$ cat config.mk
export PLATFORM = sky130hd
export DESIGN_NAME = moment_calc_flat
export DESIGN_NICKNAME = d
export VERILOG_FILES = /design/src/rtl/lbm_pkg.sv /design/src/rtl/moment_calc_if.sv /design/src/rtl/moment_accum.sv /design/src/rtl/moment_calc.sv /design/src/flat_wrapper.sv
export SDC_FILE = /design/constraint.sdc
export NUM_CORES = 1
export LEC_CHECK = 0
export ABC_AREA = 1
export CAP_MARGIN = 20
export CORE_ASPECT_RATIO = 1.1
export CORE_MARGIN = 2
export CORE_UTILIZATION = 55
export CTS_CLUSTER_DIAMETER = 60
export DETAILED_ROUTE_END_ITERATION = 10
export DONT_BUFFER_PORTS = 1
export GPL_TIMING_DRIVEN = 0
export PLACE_DENSITY_LB_ADDON = 0.1
export RECOVER_POWER = 25
export SLEW_MARGIN = 20
export SYNTH_ARGS = -nofsm -noshare
export SYNTH_HDL_FRONTEND = slang
export SYNTH_SLANG_ARGS = --single-unit
$ cat constraint.sdc
create_clock -name Clk -period 6.2 [get_ports Clk]
set_input_delay 0.31 -clock Clk [delete_from_list [all_inputs] [get_ports Clk]]
set_output_delay 0.31 -clock Clk [all_outputs]
set_load 0.05 [all_outputs]
$ cat src/rtl/lbm_pkg.sv
// lbm_pkg: shared D2Q9 lattice definitions.
// Direction tables, FSM state type and the saturating narrow helper.
package lbm_pkg;

  localparam int Q = 9;

  typedef logic signed [1:0] dir_t;
  typedef dir_t dir_tab_t [Q];

  localparam dir_tab_t CX = '{
    2'sb00, 2'sb01, 2'sb00, 2'sb11, 2'sb00,
    2'sb01, 2'sb11, 2'sb11, 2'sb01
  };

  localparam dir_tab_t CY = '{
    2'sb00, 2'sb00, 2'sb01, 2'sb00, 2'sb11,
    2'sb01, 2'sb01, 2'sb11, 2'sb11
  };

  typedef enum logic [1:0] {
    S_IDLE,
    S_RUN,
    S_DRAIN,
    S_DONE
  } state_t;

  // Clamp a sign-extended sum into the signed range of a w-bit word.
  function automatic logic signed [63:0] saturate(
    input logic signed [63:0] v,
    input int unsigned        w
  );
    logic signed [63:0] hi;
    logic signed [63:0] lo;
    hi = (64'sd1 <<< (w - 1)) - 64'sd1;
    lo = -(64'sd1 <<< (w - 1));
    if (v > hi) return hi;
    if (v < lo) return lo;
    return v;
  endfunction

endpackage

$ cat src/rtl/moment_calc_if.sv
// moment_calc_if: fin read port, p/ux/uy write port and control.
// master is the moment engine side, slave the memory/controller side.
interface moment_calc_if
  import lbm_pkg::*;
#(
  parameter int DATA_WIDTH = 32,
  parameter int GRID_DIM   = 256
);
  localparam int ADDRESS_WIDTH  = $clog2(GRID_DIM);
  localparam int FIN_ADDR_WIDTH = $clog2(GRID_DIM * Q);

  logic                      start;
  logic [FIN_ADDR_WIDTH-1:0] fin_raddr;
  logic                      fin_re;
  logic [DATA_WIDTH-1:0]     fin_rdata;
  logic [ADDRESS_WIDTH-1:0]  wr_addr;
  logic                      WE_p;
  logic                      WE_ux;
  logic                      WE_uy;
  logic [DATA_WIDTH-1:0]     rho_wdata;
  logic [DATA_WIDTH-1:0]     jx_wdata;
  logic [DATA_WIDTH-1:0]     jy_wdata;
  logic                      busy;
  logic                      done;

  modport master (
    input  start, fin_rdata,
    output fin_raddr, fin_re, wr_addr,
    output WE_p, WE_ux, WE_uy,
    output rho_wdata, jx_wdata, jy_wdata,
    output busy, done
  );

  modport slave (
    output start, fin_rdata,
    input  fin_raddr, fin_re, wr_addr,
    input  WE_p, WE_ux, WE_uy,
    input  rho_wdata, jx_wdata, jy_wdata,
    input  busy, done
  );

endinterface

$ cat src/rtl/moment_accum.sv
// moment_accum: per-cell rho/jx/jy accumulation over 9 directions.
// Loads on dir 0, add/sub/hold per lattice vector, saturates on dir 8.
module moment_accum
  import lbm_pkg::*;
#(
  parameter int DATA_WIDTH = 32
) (
  input  logic                         Clk,
  input  logic                         Reset,
  input  logic                         in_valid,
  input  logic [3:0]                   in_dir,
  input  logic                         in_first,
  input  logic                         in_last,
  input  logic signed [DATA_WIDTH-1:0] in_data,
  output logic                         out_valid,
  output logic signed [DATA_WIDTH-1:0] rho,
  output logic signed [DATA_WIDTH-1:0] jx,
  output logic signed [DATA_WIDTH-1:0] jy
);

  localparam int AW = DATA_WIDTH + 4;

  logic signed [AW-1:0] acc_rho_q;
  logic signed [AW-1:0] acc_jx_q;
  logic signed [AW-1:0] acc_jy_q;
  logic signed [AW-1:0] ext;
  logic signed [AW-1:0] jx_b;
  logic signed [AW-1:0] jy_b;
  logic signed [AW-1:0] rho_d;
  logic signed [AW-1:0] jx_d;
  logic signed [AW-1:0] jy_d;
  dir_t                 cx;
  dir_t                 cy;

  // Next running sums: first direction restarts the cell, no bubble.
  always_comb begin
    ext  = {{4{in_data[DATA_WIDTH-1]}}, in_data};
    cx   = '0;
    cy   = '0;
    if (in_dir < 4'(Q)) begin
      cx = CX[in_dir];
      cy = CY[in_dir];
    end
    jx_b  = in_first ? '0 : acc_jx_q;
    jy_b  = in_first ? '0 : acc_jy_q;
    rho_d = in_first ? ext : acc_rho_q + ext;
    unique case (1'b1)
      cx == 2'sb01: jx_d = jx_b + ext;
      cx == 2'sb11: jx_d = jx_b - ext;
      default:      jx_d = jx_b;
    endcase
    unique case (1'b1)
      cy == 2'sb01: jy_d = jy_b + ext;
      cy == 2'sb11: jy_d = jy_b - ext;
      default:      jy_d = jy_b;
    endcase
  end

  // Accumulator registers and the registered, saturated cell result.
  always_ff @(posedge Clk) begin
    if (Reset) begin
      acc_rho_q <= '0;
      acc_jx_q  <= '0;
      acc_jy_q  <= '0;
      out_valid <= 1'b0;
      rho       <= '0;
      jx        <= '0;
      jy        <= '0;
    end else begin
      out_valid <= in_valid & in_last;
      if (in_valid) begin
        acc_rho_q <= rho_d;
        acc_jx_q  <= jx_d;
        acc_jy_q  <= jy_d;
      end
      if (in_valid && in_last) begin
        rho <= DATA_WIDTH'(saturate(
          {{(64-AW){rho_d[AW-1]}}, rho_d}, DATA_WIDTH));
        jx  <= DATA_WIDTH'(saturate(
          {{(64-AW){jx_d[AW-1]}}, jx_d}, DATA_WIDTH));
        jy  <= DATA_WIDTH'(saturate(
          {{(64-AW){jy_d[AW-1]}}, jy_d}, DATA_WIDTH));
      end
    end
  end

endmodule

$ cat src/rtl/moment_calc.sv
// moment_calc: sweeps fin memory cell by cell, 9 reads per cell,
// and writes rho/jx/jy for each cell into the p/ux/uy memories.
module moment_calc
  import lbm_pkg::*;
#(
  parameter int DATA_WIDTH     = 32,
  parameter int GRID_DIM       = 256,
  parameter int ADDRESS_WIDTH  = $clog2(GRID_DIM),
  parameter int FIN_ADDR_WIDTH = $clog2(GRID_DIM * Q)
) (
  input logic          Clk,
  input logic          Reset,
  moment_calc_if.master bus
);

  state_t                    state_q;
  state_t                    state_d;
  logic [ADDRESS_WIDTH-1:0]  cell_q;
  logic [ADDRESS_WIDTH-1:0]  cell_d;
  logic [3:0]                dir_q;
  logic [3:0]                dir_d;
  logic [FIN_ADDR_WIDTH-1:0] raddr_q;
  logic [FIN_ADDR_WIDTH-1:0] raddr_d;
  logic                      drain_q;
  logic                      drain_d;
  logic                      last_rd;
  logic                      dir_wrap;

  logic                      rd_v_q;
  logic [3:0]                rd_dir_q;
  logic [ADDRESS_WIDTH-1:0]  rd_cell_q;
  logic [ADDRESS_WIDTH-1:0]  wr_addr_q;

  logic                      we_w;
  logic [DATA_WIDTH-1:0]     rho_w;
  logic [DATA_WIDTH-1:0]     jx_w;
  logic [DATA_WIDTH-1:0]     jy_w;

  assign dir_wrap = dir_q == 4'(Q - 1);
  assign last_rd  = dir_wrap
                 && cell_q == ADDRESS_WIDTH'(GRID_DIM - 1);

  // Sweep control: next state and read-address counters.
  always_comb begin
    state_d = state_q;
    cell_d  = cell_q;
    dir_d   = dir_q;
    raddr_d = raddr_q;
    drain_d = 1'b0;
    unique case (state_q)
      S_IDLE: begin
        if (bus.start) begin
          state_d = S_RUN;
          cell_d  = '0;
          dir_d   = '0;
          raddr_d = '0;
        end
      end
      S_RUN: begin
        raddr_d = raddr_q + FIN_ADDR_WIDTH'(1);
        if (dir_wrap) begin
          dir_d  = '0;
          cell_d = cell_q + ADDRESS_WIDTH'(1);
        end else begin
          dir_d  = dir_q + 4'd1;
        end
        if (last_rd) begin
          state_d = S_DRAIN;
          cell_d  = '0;
          raddr_d = '0;
        end
      end
      S_DRAIN: begin
        drain_d = ~drain_q;
        if (drain_q) state_d = S_DONE;
      end
      S_DONE: begin
        if (!bus.start) state_d = S_IDLE;
      end
      default: state_d = S_IDLE;
    endcase
  end

  // State and counter registers.
  always_ff @(posedge Clk) begin
    if (Reset) begin
      state_q <= S_IDLE;
      cell_q  <= '0;
      dir_q   <= '0;
      raddr_q <= '0;
      drain_q <= 1'b0;
    end else begin
      state_q <= state_d;
      cell_q  <= cell_d;
      dir_q   <= dir_d;
      raddr_q <= raddr_d;
      drain_q <= drain_d;
    end
  end

  // Tags follow the read by one cycle to line up with fin_rdata.
  always_ff @(posedge Clk) begin
    if (Reset) begin
      rd_v_q    <= 1'b0;
      rd_dir_q  <= '0;
      rd_cell_q <= '0;
      wr_addr_q <= '0;
    end else begin
      rd_v_q    <= state_q == S_RUN;
      rd_dir_q  <= dir_q;
      rd_cell_q <= cell_q;
      if (rd_v_q && rd_dir_q == 4'(Q - 1))
        wr_addr_q <= rd_cell_q;
    end
  end

  moment_accum #(
    .DATA_WIDTH (DATA_WIDTH)
  ) u_accum (
    .Clk       (Clk),
    .Reset     (Reset),
    .in_valid  (rd_v_q),
    .in_dir    (rd_dir_q),
    .in_first  (rd_dir_q == 4'd0),
    .in_last   (rd_dir_q == 4'(Q - 1)),
    .in_data   (bus.fin_rdata),
    .out_valid (we_w),
    .rho       (rho_w),
    .jx        (jx_w),
    .jy        (jy_w)
  );

  assign bus.fin_re    = state_q == S_RUN;
  assign bus.fin_raddr = raddr_q;
  assign bus.busy      = state_q == S_RUN || state_q == S_DRAIN;
  assign bus.done      = state_q == S_DONE;
  assign bus.wr_addr   = wr_addr_q;
  assign bus.WE_p      = we_w;
  assign bus.WE_ux     = we_w;
  assign bus.WE_uy     = we_w;
  assign bus.rho_wdata = rho_w;
  assign bus.jx_wdata  = jx_w;
  assign bus.jy_wdata  = jy_w;

endmodule
$ cat src/flat_wrapper.sv
// flat-port wrapper written by rule: the top's interface ports become plain ports
module moment_calc_flat import lbm_pkg::*;
#(
  parameter int DATA_WIDTH     = 32,
  parameter int GRID_DIM       = 256,
  parameter int ADDRESS_WIDTH  = $clog2(GRID_DIM),
  parameter int FIN_ADDR_WIDTH = $clog2(GRID_DIM * Q)
)
  (Clk, Reset, bus_start, bus_fin_rdata, bus_fin_raddr, bus_fin_re, bus_wr_addr, bus_WE_p, bus_WE_ux, bus_WE_uy, bus_rho_wdata, bus_jx_wdata, bus_jy_wdata, bus_busy, bus_done);
  moment_calc_if #(.DATA_WIDTH(DATA_WIDTH), .GRID_DIM(GRID_DIM)) bus_i ();
  input logic Clk;
  input logic Reset;
  input wire logic [$bits(bus_i.start)-1:0] bus_start;
  input wire logic [$bits(bus_i.fin_rdata)-1:0] bus_fin_rdata;
  output wire logic [$bits(bus_i.fin_raddr)-1:0] bus_fin_raddr;
  output wire logic [$bits(bus_i.fin_re)-1:0] bus_fin_re;
  output wire logic [$bits(bus_i.wr_addr)-1:0] bus_wr_addr;
  output wire logic [$bits(bus_i.WE_p)-1:0] bus_WE_p;
  output wire logic [$bits(bus_i.WE_ux)-1:0] bus_WE_ux;
  output wire logic [$bits(bus_i.WE_uy)-1:0] bus_WE_uy;
  output wire logic [$bits(bus_i.rho_wdata)-1:0] bus_rho_wdata;
  output wire logic [$bits(bus_i.jx_wdata)-1:0] bus_jx_wdata;
  output wire logic [$bits(bus_i.jy_wdata)-1:0] bus_jy_wdata;
  output wire logic [$bits(bus_i.busy)-1:0] bus_busy;
  output wire logic [$bits(bus_i.done)-1:0] bus_done;
  assign bus_i.start = bus_start;
  assign bus_i.fin_rdata = bus_fin_rdata;
  assign bus_fin_raddr = bus_i.fin_raddr;
  assign bus_fin_re = bus_i.fin_re;
  assign bus_wr_addr = bus_i.wr_addr;
  assign bus_WE_p = bus_i.WE_p;
  assign bus_WE_ux = bus_i.WE_ux;
  assign bus_WE_uy = bus_i.WE_uy;
  assign bus_rho_wdata = bus_i.rho_wdata;
  assign bus_jx_wdata = bus_i.jx_wdata;
  assign bus_jy_wdata = bus_i.jy_wdata;
  assign bus_busy = bus_i.busy;
  assign bus_done = bus_i.done;
  moment_calc #(.DATA_WIDTH(DATA_WIDTH), .GRID_DIM(GRID_DIM), .ADDRESS_WIDTH(ADDRESS_WIDTH), .FIN_ADDR_WIDTH(FIN_ADDR_WIDTH)) u_core (.Clk(Clk), .Reset(Reset), .bus(bus_i));
endmodule
==> results of run 1 <==
-- area by class of cell --
type | count | area (um2) | area share, %
Timing Repair Buffer | 14 | 140 | 0.664
Buffer | 133 | 593 | 2.81
Inverter | 387 | 1450 | 6.88
Tap cell | 444 | 556 | 2.63
Sequential cell | 253 | 5060 | 24.0
Antenna cell | 2 | 5.00 | 0.0237
Multi-Input combinational cell | 2415 | 12200 | 57.8
Clock buffer | 38 | 832 | 3.94
Clock inverter | 20 | 267 | 1.26
-- flip-flops by register name, indices dropped and copies added (netlist names) --
| register | cells |
|---|---|
| u_core.bus.fin_raddr | 12 |
| u_core.bus.wr_addr | 8 |
| u_core.cell_q | 8 |
| u_core.dir_q | 4 |
| u_core.drain_q | 1 |
| u_core.rd_cell_q | 8 |
| u_core.rd_dir_q | 4 |
| u_core.rd_v_q | 1 |
| u_core.state_q | 2 |
| u_core.u_accum.acc_jx_q | 36 |
| u_core.u_accum.acc_jy_q | 36 |
| u_core.u_accum.acc_rho_q | 36 |
| u_core.u_accum.jx | 32 |
| u_core.u_accum.jy | 32 |
| u_core.u_accum.out_valid | 1 |
| u_core.u_accum.rho | 32 |
-- metal layers --
layer	up-vias	track usage (%)
met3	188	7.00
met5	-	0
li1	10400	-
met4	0	18.1
met2	845	61.2
met1	9473	44.3
-- kinds of logic (layout without fill, tap and decap cells) --
group / Yosys count / in the layout
and+or+nand+nor: 1404 / 1404
buffers and inverters: 521 / 592
other: 0 / 2
xor gates and xnor gates: 115 / 115
DFF: 253 / 253
adders and majority gates: 121 / 121
AOI/OAI and AO/OA: 775 / 775
-- path summary, 6_finish.rpt --
| kind | depth (start not counted) | to |
|---|---|---|
| hold reg to reg | 2 | u_core.rd_dir_q[3] |
| setup reg to reg | 25 | u_core.u_accum.jx[24] |
| setup / recovery | 25 | u_core.u_accum.jx[24] |
| hold / removal | 2 | u_core.u_accum.acc_rho_q[4] |
-- repair_timing --
action	CTS	global route
endpoints found under the setup margin	0	60
hold endpoints to repair	14	0
resized for setup	0	0
hold buffers	14	0
setup buffers	0	0
-- critical path, cell delays in order, from the launching register on --
cell and delay, ns:
dfxtp_1 0.31, inv_1 0.12, ha_1 0.18, nand2_1 0.24, inv_2 0.29, buf_2 0.39, buf_2 0.54, clkbuf_1 0.58
nor2_1 0.09, ha_1 0.38, nand2_1 0.12, nor2_1 0.30, nand2_1 0.09, inv_1 0.08, nand4_1 0.07, nand3_1 0.22
a21oi_1 0.15, inv_1 0.09, nand2_1 0.06, nand2_1 0.06, nand2_1 0.06, nand2_2 0.11, inv_2 0.05, a21oi_2 0.45
buf_4 0.27, a21oi_1 0.09
-- placed cells by master (no fill, tap or decap), drive strengths merged, types with 7 or more instances in the layout --
cell type	Yosys	layout
nand2	859	859
inv	385	389
nor2	387	387
o21ai	385	385
a21oi	311	311
dfxtp	253	253
clkbuf	96	134
ha	118	118
nand3	85	85
xor2	62	62
xnor2	53	53
buf	38	37
nor3	35	35
o21bai	24	24
a31oi	17	17
dlygate4sd3	0	14
clkinv	2	14
a21boi	13	13
nand3b	9	9
nand4	9	9
o21a	8	8
a211oi	7	7
nor4	7	7
-- per-stage QoR --
| step | util, % | hold slack (ns) | worst slack (ns) | instances |
|---|---|---|---|---|
| final | 60.6 | 0.0233 | 0.654 | 3706 |
| after CTS | 60.6 | 0.0131 | 0.291 | 3705 |
| after global routing | 60.6 | 0.0394 | 0.306 | 3704 |
| after global placement | 57.0 | 0.439 | 0.347 | 3633 |
| after detailed placement | 57.0 | 0.452 | 0.313 | 3633 |
| after floorplan | - | 0.429 | 2.33 | 3189 |
-- power by group through the flow --
stage	Clock, W	Sequential, W	Combinational [W]
floorplan	0	0.00194	0.00142
detailed placement	0	0.00197	0.00190
global placement	0	0.00197	0.00187
global route	0.00200	0.00196	0.00217
finish	0.00191	0.00194	0.00196
CTS	0.00192	0.00194	0.00192
==> key figures, run 1 <==
Yosys
  • Simple-gate share of the synthesized area: 28.9%
  • Mux share of post-synthesis cell area: 0%
  • Area share of the largest cell type after synthesis: 26.2%
  • XOR/XNOR Fraction of Synth Area: 5.21%
  • Synth warn: 0
  • #FFs+latches synth: 253
  • Register area share after synthesis: 26.2%
  • Number of synthesized flops with an enable pin: 0
  • Synth area leader: dfxtp_1
  • Largest cells by area after synthesis: dfxtp_1 (26%), nand2_1 (16%), o21ai_0 (9.9%)
  • Adder-cell area share of the yosys netlist: 7.95%
  • Synth top cells by count: nand2_1 (849), nor2_1 (384), o21ai_0 (381)
  • Synth unique cells: 46
  • Largest family of logic cells by synthesized area: simple AND/OR/NAND/NOR gates
  • Synth Area per Inst: 6.06 um2
  • Ys async rst share: 0%
  • Predominant post-synthesis flop cell: dfxtp_1
  • Synthesized instance count: 3189
  • Count leader, synth: nand2_1
  • Complex-gate fraction of the synthesized area: 21.1%
  • Syn Nets: 3345
  • Post-Syn Area: 0.0193 mm2

Run
  • Max cap viols: 0

Hold path
  • Hold WC Path Type: in -> reg
  • Hold Path Origin: bus_fin_rdata[4]

Timing
  • Final Hold Viols: 0
  • Post-layout min period: 5.55 ns
  • Setup repair after global routing missed its margin: no
  • Slew @ Worst Pin: 1.15 ns
  • Clk_skew: 0.0243 ns
  • Slew margin rel.: 23.6%
  • F_max: 180 MHz
  • Setup TNS: 0 ns
  • Final Max Tran Viols: 0
  • Setup violations, final: 0
  • Period utilization: 89.4%

Power and ir drop
  • Pwr dens: 275 mW/mm2
  • Clk pwr share: 32.9%
  • VDD IR max: 398 uV
  • Sw Ratio: 39.3%
  • Sw power: 0.00229 W
  • Cell leakage power: 9.97 nW
  • Design internal power: 0.00353 W
  • Sequential share of power: 33.5%
  • Tot Pwr: 0.00581 W
  • Logic gate share of total power: 33.7%

Drt
  • Met3 wire len: 5.96 mm
  • DRT iter0 DRCs: 1779
  • Highest routed layer: met4
  • First-pass DRT Iterations: 7
  • Met1 WL: 27.7 mm
  • Drt drc: 0
  • Avg WL per Cell: 18.3 um
  • Post-Route WL: 67.9 mm
  • Vias/cell: 5.63
  • ANT nets after route: 0
  • Vias: 20900
  • Met2 WL: 30.9 mm

CTS
  • Clock Tree Buf Depth: 3
  • # clock sinks: 253
  • H-Tree Level Count: 1
  • CTS root buffer: clkbuf_16
  • Clock Latency Late Sink: 0.62 ns
  • CTS tree: yes
  • CTS buffer count: 31
  • Clk pin slew, worst setup/hold paths: 0.06 ns

Critical path
  • Crit path from: u_core.rd_dir_q[0]
  • CP Class: reg -> reg
  • Worst Setup End Kind: flop
  • Reg2reg start: u_core.rd_dir_q[0]
  • Worst-path fanout max: 19
  • Startpoint Class: flop
  • WP data required: 6.68 ns
  • WP data arrival: 6.03 ns
  • Reg2reg setup slack: 0.65 ns

GRT
  • Vias in the first global route: 19900
  • GRT overflow: 0
  • Global-route wire length before repair: 105 mm
  • Initial antenna violation count: 3
  • Largest net degree at the start of global routing: 17
  • GRT Overall Usage: 36.4%

Floorplan
  • Num rows: 72
  • Core region area: 0.0349 mm2
  • Die Footprint: 0.0366 mm2
  • Die W: 183 um
  • Initial core utilization: 55.4%
  • Die Y: 201 um
  • IO Pins: 157

Cells and area
  • Fin nets: 3391
  • Design area: 0.0211 mm2
  • Fill count: 3526
  • Layout cell share with drive strength beyond 1: 3.59%
  • P&R area growth vs syn: 9.29%

Status
  • Status: complete, no violations

Placed design
  • Hpwl dp: 54.1 mm
  • IO Port Bufs: 0
  • Area after DPL: 0.0199 mm2
  • RD Place Congestion: 1.03
Note: power is estimated with default switching activity, not from simulation.
==> inputs of run 2 (changes only) <==
Settings changed: ABC_AREA 1 to unset, CORE_MARGIN 2 to unset.
Clock period 6.2 ns to 7 ns, I/O delays scaled along.
==> run 2 against run 1 <==
  * Die area decreased by 7.3%
  * Setup slack lost 0.46 ns
  * Clock skew down 0.011 ns
==> key figures, run 2 <==
Timing
  • Slew @ Worst Pin: 1.16 ns
  • Setup violations, final: 0
  • Slew margin rel.: 22.8%
  • Final Hold Viols: 0
  • Min setup slack post-route: 0.199 ns
  • Final Max Tran Viols: 0
  • Setup repair after global routing missed its margin: no
  • F_max: 147 MHz
  • Setup TNS: 0 ns
  • Clk_skew: 0.0129 ns
  • Period utilization: 97.2%
  • Fin Hold WS: 0.0389 ns
  • Post-layout min period: 6.80 ns

Power and ir drop
  • Cell leakage power: 8.26 nW
  • Pwr dens: 258 mW/mm2
  • Tot Pwr: 0.00518 W
  • VDD IR max: 193 uV

CTS
  • CTS root buffer: clkbuf_16
  • Clock Latency Late Sink: 0.59 ns
  • CTS buffer count: 31
  • H-Tree Level Count: 1
  • Clk pin slew, worst setup/hold paths: 0.07 ns
  • CTS tree: yes
  • Clock Tree Buf Depth: 3
  • # clock sinks: 253

Placed design
  • RD Place Congestion: 0.998
  • IO Port Bufs: 0
  • Hpwl dp: 50.0 mm
  • Cells after DPL: 2863
  • Post-Place Worst Slack: -0.649 ns

Cells and area
  • Commonest non-fill, non-tap cell in the layout: nor2_1
  • P&R area growth vs syn: 9.77%
  • Fill count: 3068
  • Most frequent cells in the layout: nor2_1 (287), a21oi_1 (257), dfxtp_1 (253)
  • Layout cell share with drive strength beyond 1: 5.73%
  • Fin nets: 2628
  • Regs by FF count: u_core.u_accum.acc_jx_q (36), u_core.u_accum.acc_jy_q (36), u_core.u_accum.acc_rho_q (36)
  • Finished Layout Cells: 2924

Critical path
  • CP max-delay cell: clkbuf_1
  • CP Class: reg -> reg
  • Worst-path fanout max: 10
  • WP data required: 7.52 ns
  • Startpoint Class: flop
  • WP data arrival: 7.32 ns
  • CP max stage delay: 0.81 ns
  • Worst Setup End Kind: flop
  • Cell Chain, Critical Path: inv_1 > ha_1 > nor2b_1 > nand2b_1 > clkbuf_1 > clkbuf_2 > clkbuf_1 > nand2_1 > inv_1 > ha_1 > clkbuf_1 > nand4_1 > nor3_1 > and3_1 > nor4b_1 > a21oi_1 > nor3_1 > nand3b_1 > xnor2_2 > o21bai_2 > buf_6 > a21bo_1 > a21oi_2
  • Crit-path most repeated cell: clkbuf_1

Yosys
  • Post-Syn Area: 0.0183 mm2
  • Largest cells by area after synthesis: dfxtp_1 (28%), ha_1 (8.1%), a21oi_1 (7.1%)
  • Synth Area per Inst: 7.50 um2
  • XOR/XNOR Fraction of Synth Area: 7.90%
  • Predominant post-synthesis flop cell: dfxtp_1
  • Syn Nets: 2593
  • Number of synthesized flops with an enable pin: 0
  • #FFs+latches synth: 253
  • Mux share of post-synthesis cell area: 2.48%
  • Largest family of logic cells by synthesized area: compound AO/OA/AOI/OAI gates
  • Area share of the largest cell type after synthesis: 27.7%
  • Count leader, synth: nor2_1
  • Synth area leader: dfxtp_1
  • Ys async rst share: 0%
  • Complex-gate fraction of the synthesized area: 26.7%
  • Synth top cells by count: nor2_1 (287), a21oi_1 (258), dfxtp_1 (253)
  • Register area share after synthesis: 27.7%
  • Synth unique cells: 95
  • Adder-cell area share of the yosys netlist: 8.40%
  • Synthesized instance count: 2437
  • Synth warn: 0
  • Simple-gate share of the synthesized area: 21.5%

Floorplan
  • Die Y: 193 um
  • Num rows: 69
  • Initial core utilization: 56.2%
  • Die Footprint: 0.0340 mm2
  • Core region area: 0.0325 mm2
  • IO Pins: 157
  • Die W: 176 um

Hold path
  • Hold WC Path Type: in -> reg

Drt
  • Drt drc: 0
  • Avg WL per Cell: 22.1 um
  • Vias/cell: 6.27
  • Vias: 18300
  • First-pass DRT Iterations: 6
  • Post-Route WL: 64.6 mm
  • DRT iter0 DRCs: 1566
  • ANT nets after route: 0

GRT
  • Largest net degree at the start of global routing: 16
  • GRT Overall Usage: 37.3%
  • Initial antenna violation count: 2
  • GRT overflow: 0
  • Vias in the first global route: 17600
  • Global-route wire length before repair: 98.9 mm

Status
  • Status: complete, no violations

Run
  • Max cap viols: 0
run 2: cell types whose count changed after synthesis, moves of 70 or more:
| cell | change |
|---|---|
| nand2b_1 | +71 |
| nand2_1 | -608 |
| nor2_1 | -97 |
| a211oi_1 | +70 |
| o21ai_0 | -193 |
| inv_1 | -305 |
run 2: worst paths after layout:
path                            cells after the start  slack, ns           startpoint                            to
worst min register to register                      2       0.44  u_core.rd_cell_q[2]         u_core.bus.wr_addr[2]
worst max register to register                     23       0.20   u_core.rd_dir_q[0]         u_core.u_accum.jx[30]
worst max-delay path                               23       0.20   u_core.rd_dir_q[0]         u_core.u_accum.jx[30]
worst min-delay path                                2       0.04    bus_fin_rdata[29]  u_core.u_accum.acc_rho_q[29]
run 2: kinds of logic (layout without fill, tap and decap cells):
kind of cell	Yosys count	count (layout)
XOR/XNOR	164	164
flip-flops	253	253
buffers and inverters	240	300
AO/OA/AOI/OAI	774	774
AND/OR/NAND/NOR	840	840
other	0	1
adder cells (fa/ha/maj)	121	121
multiplexers	45	45
run 2: power breakdown:
part	switching (W)	internal (W)	total, W
Sequential	0.0000986	0.00158	0.00168
Combinational	0.00110	0.000546	0.00164
Clock	0.000708	0.00115	0.00186
Total	0.00190	0.00328	0.00518
run 2: layout make-up:
type | instances | area [um2] | share of cell area, %
antenna | 1 | 2.50 | 0.0125
buffer | 163 | 698 | 3.48
clock buffer | 35 | 821 | 4.09
clock inverter | 23 | 368 | 1.83
inverter | 75 | 282 | 1.40
multi-input combinational | 1944 | 12300 | 61.1
sequential | 253 | 5060 | 25.2
tap | 426 | 533 | 2.66
timing repair buffer | 4 | 40.0 | 0.200
run 2: worst max-delay path: cells and delay by family (launching register included):
family                     cells  cell delay [ns]
AOI/OAI and AO/OA              4             1.08
xor gates and xnor gates       1             0.41
adders and majority gates      2             0.35
buffers and inverters          7             2.51
DFF                            1             0.45
and+or+nand+nor                9             1.91
run 2: metrics by stage:
step	util (%)	instance area, um2
after floorplan	-	18300
after global placement	57.8	18800
after detailed placement	57.8	18800
after CTS	61.6	20100
after global routing	61.6	20100
final	61.7	20100
run 2: repair_timing:
item                       CTS  global route
setup endpoints to repair   61            61
setup buffers                0             0
gates resized for setup      4             8
hold endpoints to repair     4             0
hold buffers                 4             0
run 2: metal layers:
layer	part of all wire (%)	GRT usage, %
met5	0	0
met4	5.2	17.9
met3	7.4	4.97
met2	45	61.3
met1	42	48.1
